**src/rtl/core_pkg.sv**
```systemverilog
// core_pkg: shared writeback types, widths and the operand forwarding helper.
package core_pkg;
    localparam int XLEN = 32;
    localparam int STARVE_LIMIT = 4;

    typedef logic [4:0] reg_addr_t;

    typedef struct packed {
        logic            valid;
        reg_addr_t       rd;
        logic [XLEN-1:0] data;
    } wb_entry_t;

    // {valid, data}; youngest result first: LSU slot, ALU slot, then output stage
    function automatic logic [XLEN:0] fwd(reg_addr_t a, wb_entry_t lsu_e, wb_entry_t alu_e, wb_entry_t out_e);
        return (a == '0) ? '0 :
               (lsu_e.valid && lsu_e.rd == a) ? {1'b1, lsu_e.data} :
               (alu_e.valid && alu_e.rd == a) ? {1'b1, alu_e.data} :
               (out_e.valid && out_e.rd == a) ? {1'b1, out_e.data} : '0;
    endfunction
endpackage

```
**src/rtl/wb_slot.sv**
```systemverilog
// wb_slot: single-entry result holding register; refills in the cycle it is granted.
module wb_slot
    import core_pkg::*;
(
    input  logic            clk_i,
    input  logic            rst_ni,
    input  logic            valid_i,
    output logic            ready_o,
    input  reg_addr_t       rd_i,
    input  logic [XLEN-1:0] data_i,
    input  logic            grant_i,
    output wb_entry_t       entry_o
);
    assign ready_o = !entry_o.valid || grant_i;

    always_ff @(posedge clk_i or negedge rst_ni) begin
        if (!rst_ni) entry_o <= '0;
        else if (valid_i && ready_o) entry_o <= '{valid: 1'b1, rd: rd_i, data: data_i};
        else if (grant_i) entry_o.valid <= 1'b0;
    end
endmodule

```
**src/rtl/writeback_unit.sv**
```systemverilog
// writeback_unit: arbitrates ALU/LSU results onto the regfile write port,
// tracks in-flight destinations and forwards uncommitted results.
module writeback_unit
    import core_pkg::*;
#(
    parameter int XLEN         = core_pkg::XLEN,
    parameter int STARVE_LIMIT = core_pkg::STARVE_LIMIT
) (
    input  logic            clk_i,
    input  logic            rst_ni,
    input  logic            alu_valid_i,
    output logic            alu_ready_o,
    input  reg_addr_t       alu_rd_i,
    input  logic [XLEN-1:0] alu_data_i,
    input  logic            lsu_valid_i,
    output logic            lsu_ready_o,
    input  reg_addr_t       lsu_rd_i,
    input  logic [XLEN-1:0] lsu_data_i,
    input  logic            issue_valid_i,
    input  reg_addr_t       issue_rd_i,
    output logic [31:0]     pending_o,
    input  reg_addr_t       rs1_addr_i,
    input  reg_addr_t       rs2_addr_i,
    output logic            rs1_fwd_valid_o,
    output logic [XLEN-1:0] rs1_fwd_data_o,
    output logic            rs2_fwd_valid_o,
    output logic [XLEN-1:0] rs2_fwd_data_o,
    output logic            reg_wr_en_o,
    output reg_addr_t       rd_addr_o,
    output logic [XLEN-1:0] wr_data_o
);
    localparam int SW = $clog2(STARVE_LIMIT + 1);
    localparam logic [SW-1:0] LIM = SW'(STARVE_LIMIT);

    wb_entry_t     alu_q, lsu_q, out_q, sel;
    logic          alu_gnt, lsu_gnt;
    logic [SW-1:0] starve_q;
    logic [31:0]   pending_q, set_v, clr_v;

    wb_slot u_alu (
        .clk_i, .rst_ni, .valid_i(alu_valid_i), .ready_o(alu_ready_o),
        .rd_i(alu_rd_i), .data_i(alu_data_i), .grant_i(alu_gnt), .entry_o(alu_q)
    );

    wb_slot u_lsu (
        .clk_i, .rst_ni, .valid_i(lsu_valid_i), .ready_o(lsu_ready_o),
        .rd_i(lsu_rd_i), .data_i(lsu_data_i), .grant_i(lsu_gnt), .entry_o(lsu_q)
    );

    always_comb begin
        alu_gnt = alu_q.valid && (!lsu_q.valid || starve_q == LIM);
        lsu_gnt = lsu_q.valid && !alu_gnt;
        sel     = alu_gnt ? alu_q : lsu_q;
        set_v   = (issue_valid_i && issue_rd_i != '0) ? 32'd1 << issue_rd_i : '0;
        clr_v   = out_q.valid ? 32'd1 << out_q.rd : '0;
    end

    // rd=0 results are consumed but never reach the write port
    always_ff @(posedge clk_i or negedge rst_ni) begin
        if (!rst_ni) begin
            starve_q  <= '0;
            out_q     <= '0;
            pending_q <= '0;
        end else begin
            starve_q  <= alu_gnt ? '0 : (alu_q.valid && starve_q != LIM) ? starve_q + 1'b1 : starve_q;
            out_q     <= ((alu_gnt || lsu_gnt) && sel.rd != '0) ? sel : '0;
            pending_q <= (pending_q & ~clr_v) | set_v;
        end
    end

    assign {rs1_fwd_valid_o, rs1_fwd_data_o} = fwd(rs1_addr_i, lsu_q, alu_q, out_q);
    assign {rs2_fwd_valid_o, rs2_fwd_data_o} = fwd(rs2_addr_i, lsu_q, alu_q, out_q);
    assign reg_wr_en_o = out_q.valid;
    assign rd_addr_o   = out_q.rd;
    assign wr_data_o   = out_q.data;
    assign pending_o   = pending_q;

    // a re-issue is only legal in the same cycle the old write commits
    issue_to_pending: assert property (@(posedge clk_i) disable iff (!rst_ni)
        (pending_q & ~clr_v & set_v) == '0);
endmodule

```
**config.mk**
```make
export PLATFORM = sky130hd
export DESIGN_NAME = writeback_unit
export DESIGN_NICKNAME = d
export VERILOG_FILES = /design/src/rtl/core_pkg.sv /design/src/rtl/wb_slot.sv /design/src/rtl/writeback_unit.sv
export SDC_FILE = /design/constraint.sdc
export NUM_CORES = 1
export LEC_CHECK = 0
export CAP_MARGIN = 20
export CORE_MARGIN = 2
export CORE_UTILIZATION = 48
export DETAILED_ROUTE_END_ITERATION = 10
export GPL_TIMING_DRIVEN = 0
export HOLD_SLACK_MARGIN = 0.06
export PLACE_DENSITY_LB_ADDON = 0.12
export SETUP_SLACK_MARGIN = 0.4
export SYNTH_ARGS = -nofsm -noshare
export SYNTH_HDL_FRONTEND = slang
export SYNTH_SLANG_ARGS = --single-unit
```
**constraint.sdc**
```tcl
create_clock -name clk_i -period 2.8 [get_ports clk_i]
set_clock_uncertainty 0.2 [all_clocks]
set_input_delay 0.28 -clock clk_i [delete_from_list [all_inputs] [get_ports clk_i]]
set_output_delay 0.28 -clock clk_i [all_outputs]
set_load 0.005 [all_outputs]
```
Word level (Yosys, flattened, before mapping):

Cells that the tools add are included.

* add/sub/neg operators: 1
* equal/unequal tests: 8
* shifts and indexed selects: 2
* mux-type cells: 18
* bitwise operators: 3
* reduce and logical (&&, ||, !) cells: 27

Operators with widths (number)
* $mux W33: 8
* $mux W38: 2
* $mux W32: 2
* $shl A1 B5 Y32 const A: 2
* $and A32 B32 Y32: 1
* $not A32 Y32: 1
* $or A32 B32 Y32: 1
* $eq A5 B5 Y1: 6
* $logic_and A1 B1 Y1: 13
* $logic_not A5 Y1: 2
* $reduce_bool A5 Y1: 2
* $mux W3: 2
* $reduce_bool A2 Y1: 3
* $logic_or A1 B1 Y1: 4
* $mux W1: 4
* $add A3 B1 Y3 const B: 1
* $eq A3 B3 Y1 const B: 1
* $logic_not A1 Y1: 3
* $ne A3 B3 Y1 const B: 1

* flip-flop bits (word level): 149
* input port bits: 94
* output and inout port bits: 138
* logic and storage cells: 70

Logic depth before layout (Yosys ltp):

Gate-level depths: netlist of run 1.

* depth after elaboration: 8
* depth in mapped cells: 9

Cells and area by module:

Synthesis of run 1 repeated with hierarchy kept, for this count alone.

* cell total of the unflattened synthesis: 696
* area total of the unflattened synthesis: 8334.2 um^2

Modules (own cells, without submodules)
* writeback_unit: instances 1, cells an instance 534, area each 5188.7 um^2, sequential area each 1826.8 um^2
* wb_slot: instances 2, cells an instance 81, area each 1572.8 um^2, sequential area each 950.9 um^2

Worst setup path before layout of run 1:

OpenSTA, ideal clock, no wires.

* kind: reg2out
* start point: reg u_alu.entry_o[36] (netlist name)
* end point: out rs2_fwd_data_o[10]
* arrival: 1579 ps
* setup slack: 741 ps
* cell stages (with the launch flop): 8
* buffers on the path: 2
* cells stage by stage: dfrtp_1 -> xor2_1 -> nor4_1 -> and3_1 -> buf_6 -> o221ai_4 -> buf_6 -> o2bb2ai_1

* word-level cells in the longest chain between the ends: 5

Ends and longest elaborated chain
* start, declared: line wb_slot.sv:12 `output wb_entry_t entry_o`
* start signal, assigned: line wb_slot.sv:18 `else if (valid_i && ready_o) entry_o <= '{valid: 1'b1, rd: rd_i, data: data_i};`
* $eq A5 B5 Y1: line core_pkg.sv:18 `(alu_e.valid && alu_e.rd == a) ? {1'b1, alu_e.data} :`
* $logic_and A1 B1 Y1: line core_pkg.sv:18
* $mux W33: line core_pkg.sv:18
* $mux W33: line core_pkg.sv:17 `(lsu_e.valid && lsu_e.rd == a) ? {1'b1, lsu_e.data} :`
* $mux W33: line core_pkg.sv:16 `return (a == '0) ? '0 :`
* end, declared: line writeback_unit.sv:27 `output logic [XLEN-1:0] rs2_fwd_data_o,`

Every way passes these cells.

Final worst setup path of run 1:

* start point: reg u_alu.entry_o[36] (netlist name)
* end point: out rs2_fwd_data_o[20]

The elaborated chain is that of the path after synthesis.

==> results.sh, run 1 <==
export IMPL_die_y_um=133
export IMPL_first_iter_violations=456
export IMPL_ys_types=42
export IMPL_ant_nets=0
export IMPL_multi_input_area_um2=5010
export IMPL_crit_top_cell="buf_6"
export IMPL_area_growth_pct=64.8
export IMPL_period_share_pct=110
export IMPL_clkLatencyLatePin_ns=0.44
export IMPL_hold_violations=0
export IMPL_ys_async_sr_fraction_pct=100
export IMPL_ys_seq_elements=149
export IMPL_synth_flop_cell="dfrtp_1"
export IMPL_min_period_ns=3.08
export IMPL_pwr_share_clk_pct=20.3
export IMPL_setup_viol=65
export IMPL_cts_max_level=4
export IMPL_first_pass_iters=5
export IMPL_drt_vias_per_instance=5.87
export IMPL_wl_per_cell_um=23.7
export IMPL_path_cells="xor2_1 > nor4_1 > and3_1 > buf_6 > o221ai_4 > buf_12 > buf_8 > buf_6 > o2bb2ai_4 > buf_2"
export IMPL_combPwrFrac_pct=45.2
export IMPL_vias=7284
export IMPL_slowest_stage="dfrtp_2"
export IMPL_remaining_drc_errors=0
export IMPL_grt_max_degree=93
export IMPL_cts_root_buf="clkbuf_16"
export IMPL_row_count=46
export IMPL_clockBufferDepth=2
export IMPL_synth_avg_cell_area_um2=11.5
export IMPL_synth_compound_area_share_pct=17.0
export IMPL_final_util_pct=81.6
export IMPL_syn_nets=784
export IMPL_crit_required_ns=2.32
export IMPL_hold_class="in -> reg"
export IMPL_end_kind="output port"
export IMPL_drive_above_1_share_pct=43.9
export IMPL_drv_slew=0
export IMPL_setup_slack_ns=-0.280
export IMPL_synth_area_mux_share_pct=18.6
export IMPL_wl_um=29400
export IMPL_design_power_total_mw=12.1
export IMPL_clk_pin_slew_ns=0.06
export IMPL_violations="setup timing"
export IMPL_status="complete, but fails checks"
export IMPL_worst_setup_path_start_kind="flip-flop"
export IMPL_seqCellArea_um2=3730
export IMPL_core_area_um2=16000
export IMPL_antenna_found_initial=0
export IMPL_grt_pass1_wl_um=43100
export IMPL_synth_cells=688
export IMPL_crit_path_end="rs2_fwd_data_o[20]"
export IMPL_synthesis_area_um2=7930
export IMPL_path_class="reg -> out"
export IMPL_port_buffers=228
export IMPL_cts_made_buffers=17
export IMPL_ys_seq_area_share_pct=47.0
export IMPL_overflow=0
export IMPL_cap_violations=0
export IMPL_start_util_pct=49.5
export IMPL_synth_simple_area_share_pct=8.92
export IMPL_grt_pass1_vias=7514
export IMPL_switchingPower_mw=4.56
export IMPL_yosys_warnings=0
export IMPL_synthAdderAreaFrac_pct=0.316
export IMPL_worstMarginPinSlew_ns=0.612
export IMPL_netSwitchingFraction_pct=37.8
export IMPL_synth_enable_flop_cells=0
export IMPL_p_per_area_nw_per_um2=923
export IMPL_cpPeakStageDelay_ns=0.44
export IMPL_dpl_hpwl_um=17500
export IMPL_synth_top_family_by_area="multiplexers"
export IMPL_die_w_um=133
export IMPL_die_area_um2=17600
export IMPL_p_leak_nw=5.22
export IMPL_vdd_drop_max_v=0.000616
export IMPL_arrival_ns=2.60
export IMPL_cts_tree="done"
export IMPL_fin_area_um2=13100
export IMPL_nFillCells=883
export IMPL_grt_total_usage_pct=31.6
export IMPL_antenna_cells=0
export IMPL_synth_xor_area_share_pct=3.43
export IMPL_cts_sink_count=149
export IMPL_p_int_mw=7.50
export IMPL_max_freq_ghz=0.325
export IMPL_reg2reg_slack_ns=0.45
export IMPL_dpl_cell_area_um2=10500
export IMPL_startpoint="u_alu.entry_o[36]"
export IMPL_fin_nets=1108
export IMPL_r2r_start="starve_q[0]"
export IMPL_num_io_pins=232
export IMPL_maxSlewHeadroom_pct=59.2
export IMPL_reg2reg_to="wr_data_o[11]"
export IMPL_ff2ff_path_depth=8
export IMPL_gp_congestion=0.913
export IMPL_rsz0062_at_grt="yes"
export IMPL_seqPwrFrac_pct=34.5
export IMPL_crit_fanout=5
-- cells in the mapped netlist (3+ instances only) --
master | count | share of area, %
buf_4 | 3 | 0.28
buf_6 | 21 | 3.0
o2bb2ai_2 | 10 | 1.9
nor2_1 | 7 | 0.33
or2_2 | 9 | 0.71
nand2_1 | 81 | 3.8
xnor2_1 | 6 | 0.66
buf_2 | 12 | 0.76
and3_1 | 4 | 0.32
or4_1 | 3 | 0.28
dfrtp_1 | 149 | 47
inv_1 | 4 | 0.19
a21oi_1 | 10 | 0.63
a21oi_2 | 29 | 3.2
o31ai_1 | 7 | 0.66
xor2_1 | 25 | 2.8
clkbuf_1 | 9 | 0.43
mux2i_1 | 64 | 8.1
nand3_1 | 8 | 0.51
mux2_2 | 73 | 10
nor4_1 | 6 | 0.47
o21ai_0 | 57 | 3.6
nand2b_1 | 9 | 0.71
o2bb2ai_1 | 54 | 6.0
nand3b_1 | 6 | 0.57
-- area by class of cell --
cell class	count	area share, %
Tap cell	216	2.07
Buffer	46	3.46
Clock buffer	19	3.31
Sequential cell	149	28.6
Timing Repair Buffer	305	22.7
Inverter	4	0.115
Multi-Input combinational cell	489	38.4
Clock inverter	12	1.37
-- stage by stage --
step	hold slack (ns)	setup TNS, ns	instances	worst slack (ns)
floorplan	-0.216	0	688	0.741
global placement	0.289	-718.45	1132	-4.62
detailed placement	0.0755	-35.94	1133	-0.662
CTS	0.0783	-12.45	1232	-0.317
global route	0.153	-18.52	1240	-0.366
finish	0.0925	-12.96	1240	-0.280
-- critical path, delay by kind of cell (launching register included) --
kind / cells / cell delay (ns)
DFF: 1 / 0.44
and+or+nand+nor: 2 / 0.56
AOI/OAI and AO/OA: 2 / 0.31
buffers and inverters: 5 / 0.68
xor gates and xnor gates: 1 / 0.17
-- routing by layer --
metal	track usage, %	vias to the layer above	wire length, µm	part of all wire (%)
met3	5.90	59	1670	5.7
met4	11.2	0	871	3.0
met1	39.7	3735	11800	40
met2	54.8	334	15100	51
li1	-	3156	-	-
met5	0	-	0	0
-- worst min path at each step --
stage	from	to	slack, ns	depth (start not counted)
finish	issue_rd_i[0]	pending_o[15]	0.09	3
global route	issue_rd_i[0]	pending_o[31]	0.15	3
CTS	issue_rd_i[0]	pending_o[15]	0.08	3
detailed placement	rst_ni	pending_o[26]	0.08	1
global placement	pending_o[8]	pending_o[8]	0.29	2
floorplan	rst_ni	pending_o[0]	-0.22	0
-- placed cells by master, fill, tap and decap left out, drive strengths merged, types with 2 or more instances in the layout --
master           n
a21oi           39
and3             4
buf            175
bufinv           4
clkbuf          32
clkdlybuf4s50  157
clkinv           3
clkinvlp         3
dfrtp          149
dlygate4sd2      3
dlymetal6s2s     2
ha               2
inv              6
mux2            74
mux2i           64
nand2           82
nand2b           9
nand3            8
nand3b           6
nand4b           2
nor2             9
nor3             2
nor4             6
o21ai           57
o221ai           2
o2bb2ai         64
o31ai            7
or2              9
or3b             2
or4              3
xnor2            6
xor2            25
-- logic make-up (layout without fill, tap and decap cells) --
group,after synthesis,after routing
mux,138,138
compound gates,172,172
simple gates,146,146
buf+inv,50,386
xor+xnor,31,31
flops,149,149
fa+ha+maj,2,2
-- power by group through the flow --
stage	logic (mW)	clock network, mW	registers (mW)
floorplan	2.10	0	3.66
global placement	4.01	0	3.79
detailed placement	4.16	0	3.84
CTS	4.94	2.43	3.95
global route	5.78	2.55	4.26
finish	5.45	2.45	4.16
-- registers in the layout, indices dropped and copies added (netlist names) --
name and flops:
u_alu.entry_o 38, u_lsu.entry_o 38, pending_o 32, wr_data_o 32, rd_addr_o 5, starve_q 3, reg_wr_en_o 1
-- timing repair --
item                                    in CTS  in global routing
endpoints found under the setup margin      87                156
pin swaps                                   62                 18
buffers inserted                            57                  7
hold buffers                                 1                  0
resized for setup                          447                 92
gates cloned                                10                  1
hold endpoints to repair                    57                  0
(Power assumes the default switching activity.)
==> inputs of run 2 (changes only) <==
--- a/config.mk
+++ b/config.mk
@@ -12,6 +12,7 @@
 export GPL_TIMING_DRIVEN = 0
 export HOLD_SLACK_MARGIN = 0.06
 export PLACE_DENSITY_LB_ADDON = 0.12
+export REMOVE_ABC_BUFFERS = 1
 export SETUP_SLACK_MARGIN = 0.4
 export SYNTH_ARGS = -nofsm -noshare
 export SYNTH_HDL_FRONTEND = slang
==> run 2 against run 1 <==
The flow still finishes with violations (setup timing). Final area shrank 3.7%. Worst setup slack lost 0.13 ns. Register-to-register slack lost 0.23 ns. Non-clock buffer count shrank 2. Power shrank 3.0%. Combinational power shrank 4.4%. Sequential power shrank 5.3%. Critical endpoint is now rs1_fwd_data_o[9]. Largest cell class unchanged. Highest routed layer unchanged.
==> results.sh, run 2 (synthesis results as in run 1) <==
export IMPL_status="complete, but fails checks"
export IMPL_violations="setup timing"
export IMPL_drive_above_1_share_pct=40.4
export IMPL_grt_pass1_vias=7267
export IMPL_cap_violations=0
export IMPL_combPwrFrac_pct=44.5
export IMPL_die_y_um=133
export IMPL_rsz0062_at_grt="yes"
export IMPL_dpl_cell_area_um2=10400
export IMPL_end_kind="output port"
export IMPL_pwr_share_clk_pct=21.8
export IMPL_period_share_pct=115
export IMPL_ant_nets=0
export IMPL_pre_cts_slack_ns=-0.970
export IMPL_netSwitchingFraction_pct=36.1
export IMPL_area_growth_pct=58.6
export IMPL_setup_viol=66
export IMPL_vias=7422
export IMPL_num_io_pins=232
export IMPL_arrival_ns=2.73
export IMPL_mostFrequentLayoutCell="clkdlybuf4s50_1"
export IMPL_hold_violations=0
export IMPL_grt_max_degree=85
export IMPL_clkLatencyLatePin_ns=0.43
export IMPL_crit_required_ns=2.32
export IMPL_instances_no_fill=1240
export IMPL_final_setup_tns_ns=-16.96
export IMPL_max_freq_ghz=0.312
export IMPL_final_cell_mix="clkdlybuf4s50_1 (158), dfrtp_1 (139), nand2_1 (81)"
export IMPL_antenna_found_initial=0
export IMPL_p_leak_nw=5.19
export IMPL_start_util_pct=49.5
export IMPL_dpl_cell_count=1100
export IMPL_clockBufferDepth=2
export IMPL_worstMarginPinSlew_ns=0.834
export IMPL_gp_congestion=0.854
export IMPL_first_pass_iters=5
export IMPL_fin_nets=1107
export IMPL_fin_area_um2=12600
export IMPL_switchingPower_mw=4.22
export IMPL_antenna_cells=0
export IMPL_wl_um=30100
export IMPL_drt_vias_per_instance=5.99
export IMPL_final_util_pct=78.6
export IMPL_die_area_um2=17600
export IMPL_p_int_mw=7.48
export IMPL_min_period_ns=3.21
export IMPL_cts_sink_count=149
export IMPL_cts_max_level=4
export IMPL_timing_hold_ws_ns=0.267
export IMPL_hold_class="in -> reg"
export IMPL_top_regs="u_alu.entry_o x38, u_lsu.entry_o x38"
export IMPL_worst_setup_path_start_kind="input pin"
export IMPL_grt_total_usage_pct=31.8
export IMPL_first_iter_violations=724
export IMPL_wl_per_cell_um=24.3
export IMPL_drv_slew=0
export IMPL_port_buffers=231
export IMPL_overflow=0
export IMPL_dpl_hpwl_um=16400
export IMPL_seqCellArea_um2=3740
export IMPL_nFillCells=1007
export IMPL_p_per_area_nw_per_um2=931
export IMPL_cts_root_buf="clkbuf_16"
export IMPL_maxSlewHeadroom_pct=44.4
export IMPL_grt_pass1_wl_um=42800
export IMPL_cts_made_buffers=17
export IMPL_remaining_drc_errors=0
export IMPL_clk_pin_slew_ns=0.06
export IMPL_crit_fanout=5
export IMPL_core_area_um2=16000
export IMPL_vdd_drop_max_v=0.000590
export IMPL_die_w_um=133
export IMPL_design_power_total_mw=11.7
export IMPL_setup_slack_ns=-0.410
export IMPL_seqPwrFrac_pct=33.7
export IMPL_path_class="in -> out"
export IMPL_cts_tree="done"
export IMPL_row_count=46
export IMPL_multi_input_area_um2=4320
[run 2: worst paths after layout]
path | cells past startpoint | endpoint | slack (ns) | start
max reg2reg | 9 | wr_data_o[2] | 0.22 | starve_q[1]
min | 2 | u_lsu.entry_o[4] | 0.27 | lsu_data_i[4]
min in group asynchronous | 2 | u_lsu.entry_o[37] | 0.29 | rst_ni
max in group asynchronous | 3 | wr_data_o[23] | 1.28 | rst_ni
max | 12 | rs1_fwd_data_o[9] | -0.41 | rs1_addr_i[0]
min reg2reg | 2 | pending_o[26] | 0.31 | pending_o[26]
[run 2: layer usage]
metal | wire, µm | track usage (%)
met2 | 15000 | 52.8
met1 | 11800 | 40.8
met4 | 680 | 9.02
met3 | 2670 | 9.00
met5 | 0 | 0
[run 2: worst max-delay path, cell delays in order]
cell and delay [ns]:
clkdlybuf4s50_1 0.59, xor2_2 0.26, nor4_2 0.34, and3_4 0.29, buf_12 0.13, buf_12 0.11, buf_12 0.10, buf_16 0.11
buf_4 0.11, mux2i_2 0.21, o2bb2ai_2 0.06, buf_2 0.14
[run 2: what timing repair did]
action,in CTS,in global routing
hold endpoints to repair,83,0
resized for setup,207,166
pin swaps,20,19
gates cloned,8,2
setup endpoints to repair,128,151
buffers inserted,53,44
hold buffers,1,0
[run 2: layout make-up]
type | instances | share of cell area [%]
Inverter | 4 | 0.119
Sequential cell | 149 | 29.8
Tap cell | 216 | 2.15
Clock buffer | 18 | 3.49
Clock inverter | 14 | 1.65
Timing Repair Buffer | 349 | 28.5
Multi-Input combinational cell | 490 | 34.3
[run 2: power groups by stage]
stage / Sequential (mW) / Combinational, mW / Clock (mW)
finish: 3.94 / 5.21 / 2.55
global placement: 3.83 / 3.88 / 0
CTS: 3.80 / 4.58 / 2.55
detailed placement: 3.88 / 4.11 / 0
global route: 4.05 / 5.49 / 2.67
floorplan: 3.70 / 1.92 / 0
==> RTL edit 1 (settings of run 2) <==
Change the package constant `STARVE_LIMIT` from 4 to 2.
--- a/src/rtl/core_pkg.sv
+++ b/src/rtl/core_pkg.sv
@@ -1,7 +1,7 @@
 // core_pkg: shared writeback types, widths and the operand forwarding helper.
 package core_pkg;
     localparam int XLEN = 32;
-    localparam int STARVE_LIMIT = 4;
+    localparam int STARVE_LIMIT = 2;
 
     typedef logic [4:0] reg_addr_t;
 
Check against the original RTL: not equivalent (a bounded check fails within 4 cycles, from zero or initial values and one cycle with rst_ni low).
==> RTL edit 1 against run 2 <==
  * The flow still finishes with violations (negative setup slack)
  * Routed wire length fell by 2.0%
  * Largest power group unchanged
  * Highest routed layer unchanged
  * Sequential cell count down 1
  * Power is 0.76% lower
  * Setup slack better by 0.11 ns
  * Sequential power up 1%
  * Final area is 1.3% higher
  * Critical path type is now flip-flop to output pin
  * First-iteration DRC count decreased by 23%
  * Area after synthesis shrank 0.81%
==> RTL edit 1: results (changes against run 2) <==
Route
  – Drt initial violations: 557 (-23%)
  – Pre-Repair DR Iteration Count: 5 (unchanged)
  – DR vias: 7,185 (-3.2%)
  – Vias per cell: 5.88 (-1.8%)
  – Wirelength, routed: 29.5 mm (-2.0%)
  – Final antenna-violating net count: 0 (unchanged)

Setup path
  – R2R Path End: wr_data_o[3]
  – Crit path largest cell delay: 0.44 ns (-0.15 ns)
  – Critical path endpoint: rs1_fwd_data_o[5]
  – Reg2Reg Setup Slack: 0.17 ns (-0.05 ns)
  – Worst R2R Start: starve_q[0]
  – Worst r2r path cells: 6 (-3)
  – CP arrival: 2.62 ns (-0.11 ns)
  – CP Max Fanout: 6 (+1)
  – CP Launch Point: u_alu.entry_o[36]
  – Crit-path slowest cell: dfrtp_2

Place
  – Placed Instance Area: 0.0104 mm^2 (-0.41%)
  – Dpl hpwl: 16.7 mm (+2.2%)
  – Gpl congestion: 0.877 (+2.8%)
  – Placed instance count: 1,095 (-0.45%)
  – # port buffers: 231 (unchanged)

GRT
  – Total track usage: 33.6% (+1.8 points)
  – Pin count of the biggest net entering global routing: 99 (+16%)
  – Initial antenna violation count: 0 (unchanged)
  – Vias in the first global route: 7,623 (+4.9%)
  – First-pass GRT wire length: 44.7 mm (+4.3%)

Power and ir drop
  – VDD IR max: 707 uV (+20%)
  – Lkg Pwr: 5.12 nW (-1.3%)

Cells and area
  – Ant diodes: 0 (unchanged)
  – Largest regs: u_alu.entry_o x38, u_lsu.entry_o x38
  – # fillers: 919 (-8.7%)
  – Layout cells sized above 1: 39.0% (-1.5 points)

Logic synthesis
  – Synth Area in Adders: 0.159% (-0.16 points)
  – Ys async rst share: 100% (unchanged)
  – Unique cell type count in the Yosys netlist: 48 (+14%)
  – Synth Flop Type: dfrtp_1
  – Mux contribution to synthesized area: 18.9% (+0.28 points)
  – Synth Area in XOR/XNOR: 3.34% (-0.084 points)
  – Synth Area in Compound Gates: 17.5% (+0.52 points)
  – Synth top cells by count: dfrtp_1, nand2_1, mux2i_1, mux2_2, o21ai_0
  – Register area share after synthesis: 47.1% (+0.064 points)
  – Main area contributors after synthesis: dfrtp_1, mux2i_1, mux2_2, o2bb2ai_2, nand2_1
  – Post-Synthesis Cells: 684 (-0.58%)
  – Yosys warning count: 0 (unchanged)

Timing
  – Setup ws final: -0.301 ns (+0.109 ns)
  – Endpoints failing setup: 65 (-1.5%)
  – Slew of the pin with the lowest slew margin: 0.941 ns (+0.107 ns)

Outcome
  – Failing checks: negative setup slack
  – Status: finished with violations

CTS
  – CTS H-tree lvls: 4 (unchanged)
  – CTS root buf: clkbuf_16
  – Worst-path clk slew: 0.06 ns (about the same)
  – Maximum root-to-sink buffer count: 2 (unchanged)
  – Worst-skew pair later-pin latency: 0.43 ns (about the same)
  – Clock buffer count from CTS: 17 (unchanged)

Min path
  – Min-Delay Path Class: input port to async pin
[RTL edit 1: cell count changes after synthesis, moves of 18 or more]
| cell | change |
|---|---|
| a21oi_1 | +25 |
| o2bb2ai_1 | -20 |
| a21oi_2 | -29 |
| mux2_2 | -18 |
| o2bb2ai_2 | +20 |
| mux2_1 | +18 |
[RTL edit 1: routing by layer]
layer / share of wire [%] / up-vias / GRT usage (%)
li1: - / 3126 / -
met1: 38 / 3599 / 40.0
met2: 50 / 374 / 56.8
met3: 8.6 / 86 / 9.50
met4: 4.2 / 0 / 15.0
met5: 0 / - / 0
[RTL edit 1: timing repair]
item,in CTS,in global routing
pin swaps,39,17
hold buffers,1,0
buffers inserted,65,19
gates cloned,10,0
endpoints found under the hold margin,50,0
gates resized for setup,410,46
endpoints found under the setup margin,138,163
[RTL edit 1: through the flow]
step / hold slack (ns) / setup slack (ns) / TNS (ns) / utilization [%]
2_1_floorplan: -0.216 / -0.843 / -48.10 / -
3_3_place_gp: 0.282 / -4.74 / -1001.34 / 63.6
3_5_place_dp: 0.0541 / -1.16 / -71.13 / 65.1
4_1_cts: 0.185 / -0.279 / -11.51 / 77.5
5_1_grt: 0.216 / -0.399 / -19.09 / 79.9
6_report: 0.174 / -0.301 / -13.75 / 79.9
[RTL edit 1: layout make-up]
type,instances,area share [%]
clock buffer,19,3.56
clock inverter,13,1.42
timing repair buffer,334,27.3
inverter,6,0.177
multi-input combinational,486,36.2
sequential,148,29.2
tap,216,2.12
[RTL edit 1: logic make-up (layout without fill, tap and decap cells)]
group / Yosys count / after routing
buffers and inverters: 52 / 372
AO/OA/AOI/OAI: 171 / 171
flip-flops: 148 / 148
adder cells (fa/ha/maj): 1 / 1
XOR/XNOR: 30 / 30
multiplexers: 139 / 139
AND/OR/NAND/NOR: 143 / 145
[RTL edit 1: worst min-delay path by stage]
stage                            start           endpoint  slack (ns)  cells after the start
final                           rst_ni  u_alu.entry_o[27]        0.17                      2
after global routing            rst_ni  u_alu.entry_o[27]        0.22                      2
after CTS                       rst_ni  u_alu.entry_o[27]        0.18                      2
after detailed placement        rst_ni  u_alu.entry_o[27]        0.05                      1
after global placement    pending_o[0]       pending_o[0]        0.28                      1
after floorplan                 rst_ni       pending_o[0]       -0.22                      0
[RTL edit 1: worst max-delay path, delay by kind of cell, from the launching register on]
kind	cells	cell delay, ns
flip-flops	1	0.44
AO/OA/AOI/OAI	1	0.07
buffers and inverters	5	0.63
XOR/XNOR	1	0.16
AND/OR/NAND/NOR	2	0.60
multiplexers	1	0.28
[RTL edit 1: report_power, final]
part           total (mW)  internal (mW)  switching, mW  leakage (nW)
Combinational        5.14           2.84           2.31          3.09
Clock                2.48           1.53          0.943         0.297
Sequential           3.99           2.98           1.02          1.73
Total                11.6           7.35           4.27          5.12
==> RTL edit 2 (settings of run 2) <==
Made on the original files. `pending_q` no longer has a reset.
--- a/src/rtl/writeback_unit.sv
+++ b/src/rtl/writeback_unit.sv
@@ -60,12 +60,14 @@
         if (!rst_ni) begin
             starve_q  <= '0;
             out_q     <= '0;
-            pending_q <= '0;
         end else begin
             starve_q  <= alu_gnt ? '0 : (alu_q.valid && starve_q != LIM) ? starve_q + 1'b1 : starve_q;
             out_q     <= ((alu_gnt || lsu_gnt) && sel.rd != '0) ? sel : '0;
-            pending_q <= (pending_q & ~clr_v) | set_v;
         end
+    end
+
+    always_ff @(posedge clk_i) begin
+        pending_q <= (pending_q & ~clr_v) | set_v;
     end
 
     assign {rs1_fwd_valid_o, rs1_fwd_data_o} = fwd(rs1_addr_i, lsu_q, alu_q, out_q);
Check against the original RTL: not equivalent (a bounded check fails within 4 cycles, from zero or initial values and one cycle with rst_ni low).
==> RTL edit 2 against run 2 <==
  * The flow still finishes with violations (negative setup slack)
  * Power shrank 0.25%
  * Setup slack lost 0.010 ns
  * Final area rose by 0.27%
  * Area after synthesis shrank 2.0%
  * Sequential cell count unchanged
  * Worst hold slack worse by 0.0052 ns
  * Routed wire length is 2.5% lower
  * Highest routed layer unchanged
  * Via count down 2.4%
==> RTL edit 2: results (changes against run 2) <==
Setup path
  – CP Launch Point: u_lsu.entry_o[34]
  – CP Max Fanout: 6 (+1)
  – CP arrival: 2.74 ns (about the same)

CTS
  – Clock buffer count from CTS: 17 (unchanged)
  – CTS root buf: clkbuf_16
  – Worst-path clk slew: 0.07 ns
  – CTS H-tree lvls: 4 (unchanged)

Power and ir drop
  – Lkg Pwr: 5.09 nW (-1.9%)
  – VDD IR max: 535 uV (-9.4%)

GRT
  – Total track usage: 32.5% (+0.71 points)
  – Vias in the first global route: 7,622 (+4.9%)
  – First-pass GRT wire length: 43.4 mm (+1.3%)
  – Pin count of the biggest net entering global routing: 100 (+18%)
  – Initial antenna violation count: 0 (unchanged)

Timing
  – Slew HR: 63.5% (+19 points)
  – Endpoints failing setup: 65 (-1.5%)
  – Setup ws final: -0.421 ns (-0.0104 ns)

Route
  – Drt initial violations: 566 (-22%)
  – WL/cell: 23.9 um (-1.7%)
  – Wirelength, routed: 29.4 mm (-2.5%)
  – Vias per cell: 5.89 (-1.6%)
  – Pre-Repair DR Iteration Count: 5 (unchanged)

Min path
  – Worst hold start: alu_data_i[29]

Place
  – Gpl congestion: 0.877 (+2.7%)
  – Placed instance count: 1,100 (unchanged)
  – Dpl hpwl: 16.3 mm (-0.51%)
  – Placed Instance Area: 0.0103 mm^2 (-1.4%)

Logic synthesis
  – Main area contributors after synthesis: dfrtp_1, mux2_2, dfxtp_1, mux2i_1, o2bb2ai_1
  – Unique cell type count in the Yosys netlist: 43 (+2.4%)
  – Syn avg cell area: 11.3 um^2 (-2.0%)
  – Register area share after synthesis: 45.9% (-1.1 points)
  – Synth top cells by count: dfrtp_1, nand2_1, mux2_2, mux2i_1, o21ai_0
  – Ys async rst share: 78.5% (-21 points)

Cells and area
  – Layout cells sized above 1: 43.1% (+2.7 points)
  – Final net count: 1,096 (-0.99%)
  – Ant diodes: 0 (unchanged)
  – Largest regs: u_alu.entry_o x38, u_lsu.entry_o x38
  – # fillers: 891 (-12%)

Outcome
  – Failing checks: negative setup slack
  – Status: finished with violations
-- RTL edit 2: worst max-delay path, cell delays in order, from the launching register on --
cell and delay [ns]:
dfrtp_2 0.46, xor2_1 0.16, nor4_1 0.41, nand3_1 0.24, buf_4 0.22, o221ai_4 0.07, buf_12 0.14, buf_12 0.16
buf_16 0.14, buf_12 0.11, o2bb2ai_4 0.06, buf_2 0.13
-- RTL edit 2: layer usage --
layer / part of all wire, % / global-route usage, %
met1: 39 / 39.9
met2: 48 / 53.7
met3: 8.6 / 9.10
met4: 4.3 / 14.4
met5: 0 / 0
-- RTL edit 2: metrics by stage --
stage	setup slack [ns]	setup TNS, ns	total power, mW	utilization (%)
finish	-0.421	-18.66	11.7	79.7
global placement	-3.38	-776.34	7.68	63.1
global route	-0.427	-20.95	12.2	79.7
floorplan	-0.747	-85.24	5.61	-
detailed placement	-1.34	-74.78	7.97	64.9
CTS	-0.428	-11.43	11.1	76.4
-- RTL edit 2: cell families after synthesis --
logic type	Yosys count	synth area share (%)
compound gates	172	17.4
flops	149	45.9
simple gates	146	9.10
mux	138	19.0
buf+inv	50	4.80
xor+xnor	31	3.50
fa+ha+maj	2	0.322
-- RTL edit 2: worst paths after layout --
| path | endpoint | slack, ns | cells after the start |
|---|---|---|---|
| min in group asynchronous | rd_addr_o[1] | 0.58 | 3 |
| hold / removal | u_alu.entry_o[29] | 0.26 | 2 |
| hold reg to reg | pending_o[0] | 0.28 | 1 |
| max in group asynchronous | u_lsu.entry_o[37] | 0.73 | 4 |
| setup reg to reg | wr_data_o[0] | 0.25 | 8 |
| setup / recovery | rs1_fwd_data_o[26] | -0.42 | 11 |
-- RTL edit 2: power by group --
group / internal, mW / switching (mW)
logic: 2.97 / 2.39
clock network: 1.31 / 0.984
registers: 3.01 / 1.01
-- RTL edit 2: layout make-up --
cell class	instances	share of cell area (%)
clock inverter	11	0.615
sequential	149	28.4
clock buffer	21	4.00
inverter	4	0.119
tap	216	2.14
multi-input combinational	490	36.6
timing repair buffer	338	28.1
-- RTL edit 2: repair_timing --
action | CTS | global route
endpoints found under the setup margin | 141 | 127
pin swaps | 47 | 22
setup buffers | 63 | 22
resized for setup | 381 | 82
hold buffers | 3 | 0
hold endpoints to repair | 117 | 0
cloned | 8 | 1
